**src/rtl/piano_pkg.sv**
```systemverilog
// rtl/piano_pkg.sv - shared constants and arbiter state type for the piano key front-end
// Contents:
//   CLK_HZ           system clock frequency
//   DEFAULT_DEBOUNCE debounce hold time in clk cycles (10 ms at 50 MHz)
//   DEFAULT_NUM_KEYS default number of keys/notes
//   ks_state_t       mono arbiter state (KS_IDLE, KS_HOLD)
package piano_pkg;

  localparam int CLK_HZ           = 50000000;
  localparam int DEFAULT_DEBOUNCE = 500000;
  localparam int DEFAULT_NUM_KEYS = 8;

  typedef enum logic {
    KS_IDLE = 1'b0,
    KS_HOLD = 1'b1
  } ks_state_t;

endpackage

```
**src/rtl/key_debounce.sv**
```systemverilog
// rtl/key_debounce.sv - one key: 2-FF synchroniser, optional inversion, debouncer, edge pulses
// Ports:
//   clk           system clock
//   rst           asynchronous active-low reset
//   raw           raw asynchronous sensor input
//   stable        debounced level
//   accept_rise   combinational: stable rises on the coming edge
//   accept_fall   combinational: stable falls on the coming edge
//   press_pulse   registered one-cycle strobe, first cycle stable is high
//   release_pulse registered one-cycle strobe, first cycle stable is low
module key_debounce
  import piano_pkg::*;
#(
  parameter int DEBOUNCE_CYCLES = DEFAULT_DEBOUNCE,
  parameter int SENSE_INV       = 0
) (
  input  logic clk,
  input  logic rst,
  input  logic raw,
  output logic stable,
  output logic accept_rise,
  output logic accept_fall,
  output logic press_pulse,
  output logic release_pulse
);

  logic        s1;
  logic        s2;
  logic        lvl;
  logic        accept;
  logic [23:0] cnt;

  assign lvl = (SENSE_INV != 0) ? ~s2 : s2;

  // The accept strobes are exported ahead of the edge so the mono arbiter
  // can move on the same edge that stable changes.
  assign accept      = (lvl != stable) && (cnt == 24'(DEBOUNCE_CYCLES - 1));
  assign accept_rise = accept & lvl;
  assign accept_fall = accept & ~lvl;

  always_ff @(posedge clk or negedge rst) begin
    if (!rst) begin
      s1            <= 1'b0;
      s2            <= 1'b0;
      stable        <= 1'b0;
      cnt           <= '0;
      press_pulse   <= 1'b0;
      release_pulse <= 1'b0;
    end else begin
      s1            <= raw;
      s2            <= s1;
      press_pulse   <= accept_rise;
      release_pulse <= accept_fall;
      // Any cycle agreeing with stable restarts the count, so each bounce
      // begins a fresh hold interval.
      if (lvl == stable) begin
        cnt <= '0;
      end else if (accept) begin
        stable <= lvl;
        cnt    <= '0;
      end else begin
        cnt <= cnt + 24'd1;
      end
    end
  end

endmodule

```
**src/rtl/key_sense.sv**
```systemverilog
// rtl/key_sense.sv - piano key front-end: per-key debounce plus optional mono last-pressed arbiter
// Build option: KEY_SENSE_MONO_EN defined -> mono arbiter (at most one key sounds);
//               undefined -> light is the debounced vector (chords allowed).
// Ports:
//   clk           system clock (50 MHz)
//   rst           asynchronous active-low reset
//   sense_raw     raw asynchronous sensor inputs, one per key
//   light         key levels to the sound generators
//   press_pulse   one-cycle strobe per debounced rising edge
//   release_pulse one-cycle strobe per debounced falling edge
//   any_key       a key is sounding
//   key_index     index of the sounding key (lowest held key when not mono), 0 when none
module key_sense
  import piano_pkg::*;
#(
  parameter int NUM_KEYS        = DEFAULT_NUM_KEYS,
  parameter int DEBOUNCE_CYCLES = DEFAULT_DEBOUNCE,
  parameter int SENSE_INV       = 0
) (
  input  logic                        clk,
  input  logic                        rst,
  input  logic [NUM_KEYS-1:0]         sense_raw,
  output logic [NUM_KEYS-1:0]         light,
  output logic [NUM_KEYS-1:0]         press_pulse,
  output logic [NUM_KEYS-1:0]         release_pulse,
  output logic                        any_key,
  output logic [$clog2(NUM_KEYS)-1:0] key_index
);

  localparam int IW = $clog2(NUM_KEYS);

  logic [NUM_KEYS-1:0] stable;
  logic [NUM_KEYS-1:0] rise;
  logic [NUM_KEYS-1:0] fall;

  function automatic logic [IW-1:0] low_idx(input logic [NUM_KEYS-1:0] v);
    low_idx = '0;
    for (int i = NUM_KEYS - 1; i >= 0; i--) begin
      if (v[i]) low_idx = IW'(i);
    end
  endfunction

  for (genvar k = 0; k < NUM_KEYS; k++) begin : g_key
    key_debounce #(
      .DEBOUNCE_CYCLES(DEBOUNCE_CYCLES),
      .SENSE_INV      (SENSE_INV)
    ) u_deb (
      .clk          (clk),
      .rst          (rst),
      .raw          (sense_raw[k]),
      .stable       (stable[k]),
      .accept_rise  (rise[k]),
      .accept_fall  (fall[k]),
      .press_pulse  (press_pulse[k]),
      .release_pulse(release_pulse[k])
    );
  end

`ifdef KEY_SENSE_MONO_EN

  ks_state_t           state;
  ks_state_t           state_nx;
  logic [IW-1:0]       cur;
  logic [IW-1:0]       cur_nx;
  logic [NUM_KEYS-1:0] stable_nx;

  // Value stable takes on the coming edge.
  assign stable_nx = (stable & ~fall) | rise;

  always_ff @(posedge clk or negedge rst) begin
    if (!rst) begin
      state <= KS_IDLE;
      cur   <= '0;
    end else begin
      state <= state_nx;
      cur   <= cur_nx;
    end
  end

  always_comb begin
    state_nx = state;
    cur_nx   = cur;
    case (state)
      KS_IDLE: begin
        if (|rise) begin
          state_nx = KS_HOLD;
          cur_nx   = low_idx(rise);
        end
      end
      KS_HOLD: begin
        // A new press is checked first so it beats a release of cur on the same edge.
        if (|rise) begin
          cur_nx = low_idx(rise);
        end else if (fall[cur]) begin
          if (|stable_nx) begin
            cur_nx = low_idx(stable_nx);
          end else begin
            state_nx = KS_IDLE;
            cur_nx   = '0;
          end
        end
      end
      default: begin
        state_nx = KS_IDLE;
        cur_nx   = '0;
      end
    endcase
  end

  always_comb begin
    light = '0;
    if (state == KS_HOLD) light[cur] = 1'b1;
  end

  assign any_key   = (state == KS_HOLD);
  assign key_index = (state == KS_HOLD) ? cur : '0;

`else

  logic unused_accept;
  assign unused_accept = ^{rise, fall};

  assign light     = stable;
  assign any_key   = |stable;
  assign key_index = low_idx(stable);

`endif

endmodule
```
**config.mk**
```make
export PLATFORM = sky130hd
export DESIGN_NAME = key_sense
export DESIGN_NICKNAME = d
export VERILOG_FILES = /design/src/rtl/piano_pkg.sv /design/src/rtl/key_debounce.sv /design/src/rtl/key_sense.sv
export SDC_FILE = /design/constraint.sdc
export NUM_CORES = 1
export LEC_CHECK = 0
export BUFFER_PORTS_ARGS = -buffer_cell sky130_fd_sc_hd__buf_4
export CORE_AREA = 2 2 175 177
export DETAILED_ROUTE_END_ITERATION = 10
export DIE_AREA = 0 0 177 179
export PLACE_DENSITY_LB_ADDON = 0.15
export SYNTH_ARGS = -nofsm -noshare
export SYNTH_HDL_FRONTEND = slang
export SYNTH_SLANG_ARGS = --single-unit
```
**constraint.sdc**
```tcl
create_clock -name clk -period 2.81 [get_ports clk]
set_input_delay 0.281 -clock clk [delete_from_list [all_inputs] [get_ports clk]]
set_output_delay 0.281 -clock clk [all_outputs]
set_load 0.01 [all_outputs]
```
==> impl_metrics.yaml, run 1 <==
die:
  dieWidth_um: 177
  start_util: 0.382
  dieArea_sq_um: 31700
  io_pins: 38
  coreArea_sq_um: 30000
  die_h_um: 179
  rows: 64
critical_path:
  path_class: "register to output pin"
  ff2ff_path_depth: 4
  required_ns: 2.53
  critPathSlowestCell: "nor4_1"
  crit_path_end_kind: "output pin"
  reg2reg_from: "g_key[5].u_deb.cnt[19]"
  reg2reg_to: "g_key[5].u_deb.cnt[7]"
  worst-path-max-fanout: 7
  crit_path_start: "g_key[3].u_deb.stable"
  crit_arrival_ns: 2.02
  cp_slowest_stage_delay_ns: 0.63
  crit_chain: "nor4_1 > nor2b_1 > buf_4"
  critPathLaunchType: "register"
  rrSetupSlack_ns: 0.56
  worstSetupEndpoint: "key_index[2]"
synth:
  async_reset_ff_frac: 1.00
  synth.avg_cell_area_sq_um: 9.81
  ys_warn_count: 0
  yosys_most_used_dff: "dfrtp_1"
  yosys.area.top_type_share: 0.506
  synth_seq_area_share: 0.506
  netlist_instances: 1170
  syn-num-nets: 1188
  yosys_register_bits: 232
  synth_edf_count: 0
  syn_area_sq_um: 11500
  yosysTopAreaCell: "dfrtp_1"
  yosys-top-cells-area: "dfrtp_1 (51%), xnor2_1 (5.3%), nor2_1 (4.7%)"
  synth_cell_types: 46
global_route:
  grt_usage: 0.160
  antenna_found_initial: 0
  grt_pass1_wl_um: 42300
  grt_max_degree: 79
  first_global_vias: 8399
  grt_overflow: 0
route:
  via_count: 8585
  wire_per_inst_um: 14.9
  antenna_left: 0
  via_per_inst: 5.33
  drc: 0
  drt_iter0_drc: 666
  drt_wl_total_um: 24000
  dr.pass1.iters: 5
clock_tree:
  post_cts_resized: 0
  cts.reportedPaths.clkPinSlew_ns: 0.06
  post_cts_buffers: 0
  tritoncts: "yes"
  cts_root_buf: "clkbuf_16"
  clock_sinks: 232
  numCtsBuffers: 28
  hold_buffers: 9
  insertion_delay_ns: 0.54
  htreeDepth: 1
  clk_path_buf_depth: 3
sta:
  clock-skew-final_ns: 0.0104
  fin_crit_sh: 0.820
  rsz0062_at_grt: "false"
  slew_viol_final: 0
  finalCriticalPeriod_ns: 2.30
  worst_pin_slew_ns: 0.641
  setup_tns_ns: 0
  slew_headroom: 0.573
  max_freq_mhz: 434
  hold_viol: 0
  final-setup-viol-count: 0
final_layout:
  diodes: 0
  area_growth_pct: 14.1
  final_common_cell: "dfrtp_1"
  mostFrequentLayoutCells: "dfrtp_1 (232), nor2_1 (143), nand3_1 (69), xnor2_1 (69), a21oi_1 (67)"
  fin_nets: 1211
  final_layout_size_suffix_gt1_frac: 0.103
pwr:
  p_total_mw: 7.30
  power_density_nw_per_um2: 558
  p_leak_nw: 5.26
  vdd_drop_max_v: 0.000372
placement:
  port_buffers: 37
  place.gp.congestion: 0.773
  hpwl_um: 15800
run:
  cap_violations: 0
status:
  outcome: "completed"
worst_hold_path:
  hp-class: "primary input to asynchronous set/reset pin"
==> registers in the layout (all words and copies together), names as in the netlist <==
| register | count |
|---|---|
| g_key.u_deb.press_pulse | 8 |
| g_key.u_deb.cnt | 192 |
| g_key.u_deb.s1 | 8 |
| g_key.u_deb.lvl | 8 |
| g_key.u_deb.stable | 8 |
| g_key.u_deb.release_pulse | 8 |
==> worst min path at each step <==
stage	depth (start not counted)	slack [ns]	from	endpoint
5_1_grt	0	0.35	g_key[3].u_deb.s1	g_key[3].u_deb.lvl
2_1_floorplan	0	-0.01	rst	g_key[0].u_deb.cnt[0]
3_3_place_gp	1	0.33	rst	g_key[1].u_deb.cnt[8]
6_report	2	0.31	rst	g_key[1].u_deb.cnt[13]
3_5_place_dp	1	0.33	rst	g_key[1].u_deb.lvl
4_1_cts	2	0.34	rst	g_key[1].u_deb.lvl
==> where the power goes <==
part | internal [mW] | switching (mW)
sequential | 3.38 | 0.0417
clock | 2.27 | 1.40
combinational | 0.0728 | 0.142
total | 5.72 | 1.58
==> Yosys cell counts (25+ instances only) <==
cell        n
a21oi_1    67
buf_4      25
clkbuf_1   33
dfrtp_1   232
inv_1      31
nand2_1    56
nand3_1    69
nand4_1    56
nor2_1    143
nor3_1     31
nor4_1     28
nor4b_1    26
o21ai_0    50
or3_1      51
or4_1      29
xnor2_1    69
xor2_1     49
==> per-stage QoR <==
stage	std cells	setup WS (ns)	utilization	hold WS [ns]	area (sq um)
after detailed placement	1550	0.517	0.401	0.326	12100
after floorplan	1170	0.763	-	-0.0146	11500
after global routing	1610	0.374	0.436	0.351	13100
final	1610	0.507	0.436	0.309	13100
after CTS	1610	0.374	0.436	0.341	13100
after global placement	1550	0.554	0.401	0.330	12100
==> worst max-delay path, delay by kind of cell (launching register included) <==
family | cells | cell delay, ns
buffers and inverters | 1 | 0.13
DFF | 1 | 0.51
and+or+nand+nor | 2 | 0.84
==> area by class of cell <==
class	count	area [sq um]
Multi-Input combinational cell	839	5200
Clock inverter	10	104
Clock buffer	41	851
Fill cell	2939	16900
Tap cell	396	495
Inverter	31	116
Sequential cell	232	5810
Timing Repair Buffer	61	526
==> metal layers <==
| metal | vias up | wire [um] | GRT usage |
|---|---|---|---|
| li1 | 4255 | - | - |
| met3 | 34 | 769 | 0.0248 |
| met2 | 90 | 11100 | 0.263 |
| met4 | 0 | 455 | 0.0368 |
| met1 | 4206 | 11600 | 0.221 |
| met5 | - | 0 | 0 |
==> cells by family (layout without fill, tap and decap cells) <==
| kind of cell | count (synthesis) | count (layout) | share of synthesized area |
|---|---|---|---|
| XOR/XNOR | 118 | 118 | 0.0901 |
| buffers and inverters | 99 | 143 | 0.0426 |
| flip-flops | 232 | 232 | 0.506 |
| AND/OR/NAND/NOR | 558 | 558 | 0.271 |
| AO/OA/AOI/OAI | 145 | 145 | 0.0717 |
| adder cells (fa/ha/maj) | 8 | 8 | 0.00872 |
| multiplexers | 10 | 10 | 0.00981 |
Note: power is estimated with default switching activity, not from simulation.
==> inputs of run 2 (changes only) <==
Clock period 2.81 ns to 2.2 ns, I/O delays scaled along.
==> run 2 against run 1 <==
  * Die area did not move
  * Sequential share of layout area fell by 1.1 points
  * Hold slack got worse by 0.11 ns
  * Via count rose by 1.6%
  * Worst setup slack got worse by 0.38 ns
  * Sequential cell count did not move
  * Register-to-register slack got worse by 0.44 ns
  * Combinational power rose by 32%
  * Final area rose by 2.5%
  * Global-route usage barely moved
  * Critical path type is now register to register
  * Critical endpoint is now g_key[5].u_deb.stable
  * Largest cell class unchanged
==> impl_metrics.yaml, run 2 (synthesis gave the netlist of run 1 again) <==
status:
  outcome: "completed"
route:
  via_per_inst: 5.27
  drc: 0
  antenna_left: 0
  drt_iter0_drc: 441
  drt_wl_total_um: 24200
  via_count: 8720
  wire_per_inst_um: 14.6
  dr.pass1.iters: 5
pwr:
  combPwrFrac: 0.031
  vdd_drop_max_v: 0.000524
  p_clk_frac: 0.493
  power.switching_mw: 1.99
  p_leak_nw: 5.47
  power_density_nw_per_um2: 685
  seq_power_share: 0.476
  power.internal_mw: 7.20
  p_sw_frac: 0.216
die:
  rows: 64
  die_h_um: 179
  start_util: 0.382
  dieWidth_um: 177
  coreArea_sq_um: 30000
  dieArea_sq_um: 31700
  io_pins: 38
sta:
  max_freq_mhz: 481
  fin_ws_ns: 0.123
  finalCriticalPeriod_ns: 2.08
  rsz0062_at_grt: "false"
  final-setup-viol-count: 0
  slew_headroom: 0.701
  clock-skew-final_ns: 0.0127
  slew_viol_final: 0
  fin_crit_sh: 0.944
  worst_pin_slew_ns: 0.446
  hold_viol: 0
final_layout:
  area_growth_pct: 16.9
  final_common_cell: "dfrtp_1"
  fin_nets: 1257
  largest_register: "g_key.u_deb.cnt"
  diodes: 0
  mostFrequentLayoutCells: "dfrtp_1 (232), nor2_1 (143), buf_4 (94)"
  largest_register_ffs: 192
  final_layout_size_suffix_gt1_frac: 0.134
  final_util: 0.447
critical_path:
  crit_arrival_ns: 2.50
  worst-path-max-fanout: 3
  crit_path_start: "g_key[5].u_deb.cnt[19]"
  path_class: "register to register"
  critPathLaunchType: "register"
  rrSetupSlack_ns: 0.12
  required_ns: 2.62
  critPathSlowestCell: "or4_4"
  reg2reg_from: "g_key[5].u_deb.cnt[19]"
  crit_path_end_kind: "register"
  cp_slowest_stage_delay_ns: 0.56
  crit_chain: "or4b_1 > or4_4 > nor2_1 > mux2_2"
clock_tree:
  post_cts_buffers: 0
  tritoncts: "yes"
  cts.reportedPaths.clkPinSlew_ns: 0.06
  numCtsBuffers: 28
  clk_path_buf_depth: 3
  cts_root_buf: "clkbuf_16"
  htreeDepth: 1
  insertion_delay_ns: 0.54
  clock_sinks: 232
global_route:
  antenna_found_initial: 0
  first_global_vias: 8546
  grt_max_degree: 63
  grt_usage: 0.160
  grt_pass1_wl_um: 42300
  grt_overflow: 0
placement:
  place.gp.congestion: 0.779
  dpl_worst_slack_ns: 0.130
  hpwl_um: 16700
  port_buffers: 37
run:
  cap_violations: 0
worst_hold_path:
  hp-class: "primary input to asynchronous set/reset pin"
## run 2: changes by cell type in the layout (fill, tap and decap cells not counted), sizes merged
cell / previous run / this run
buf: 52 / 98
clkinv: 7 / 3
clkbuf: 41 / 44
bufinv: 2 / 1
## run 2: final timing paths
check	to	depth (start not counted)
worst max-delay path	g_key[5].u_deb.stable	4
worst min-delay path	g_key[1].u_deb.cnt[5]	2
worst max register to register	g_key[5].u_deb.stable	4
worst min register to register	g_key[0].u_deb.lvl	0
max in group asynchronous	g_key[3].u_deb.cnt[22]	3
min in group clk	g_key[6].u_deb.s1	2
## run 2: area by class of cell
| class | instances | area, sq um |
|---|---|---|
| fill | 2900 | 16600 |
| multi-input combinational | 839 | 5210 |
| sequential | 232 | 5810 |
| clock buffer | 44 | 862 |
| inverter | 31 | 116 |
| timing repair buffer | 107 | 871 |
| tap | 396 | 495 |
| clock inverter | 5 | 53.8 |
## run 2: per-layer routing
| metal | global-route usage | vias up | wire [um] |
|---|---|---|---|
| met3 | 0.0195 | 39 | 610 |
| li1 | - | 4342 | - |
| met4 | 0.0517 | 0 | 760 |
| met5 | 0 | - | 0 |
| met2 | 0.255 | 103 | 10900 |
| met1 | 0.226 | 4236 | 12000 |
## run 2: power by group through the flow
stage | registers [mW] | logic (mW) | clock network, mW
after floorplan | 4.43 | 0.119 | 0
after global placement | 4.44 | 0.284 | 0
after detailed placement | 4.45 | 0.284 | 0
after CTS | 4.37 | 0.298 | 4.70
after global routing | 4.38 | 0.330 | 4.87
final | 4.37 | 0.284 | 4.53
## run 2: metrics by stage
| stage | total power, mW | hold slack [ns] | cells | TNS [ns] | cell area, sq um |
|---|---|---|---|---|---|
| 3_5_place_dp | 4.73 | 0.169 | 1596 | 0 | 12400 |
| 3_3_place_gp | 4.73 | 0.173 | 1596 | 0 | 12400 |
| 6_report | 9.19 | 0.195 | 1654 | 0 | 13400 |
| 5_1_grt | 9.58 | 0.236 | 1654 | 0 | 13400 |
| 4_1_cts | 9.37 | 0.197 | 1654 | -0.00562 | 13400 |
| 2_1_floorplan | 4.55 | -0.0756 | 1170 | 0 | 11500 |
## run 2: critical path, delay by kind of cell, from the launching register on
family           cells  cell delay, ns
multiplexers         1            0.35
AND/OR/NAND/NOR      3            1.24
flip-flops           1            0.38
## run 2: what timing repair did
action,CTS,global route
hold endpoints to repair,58,0
hold buffers,9,0
resized for setup,2,1
setup endpoints to repair,2,1
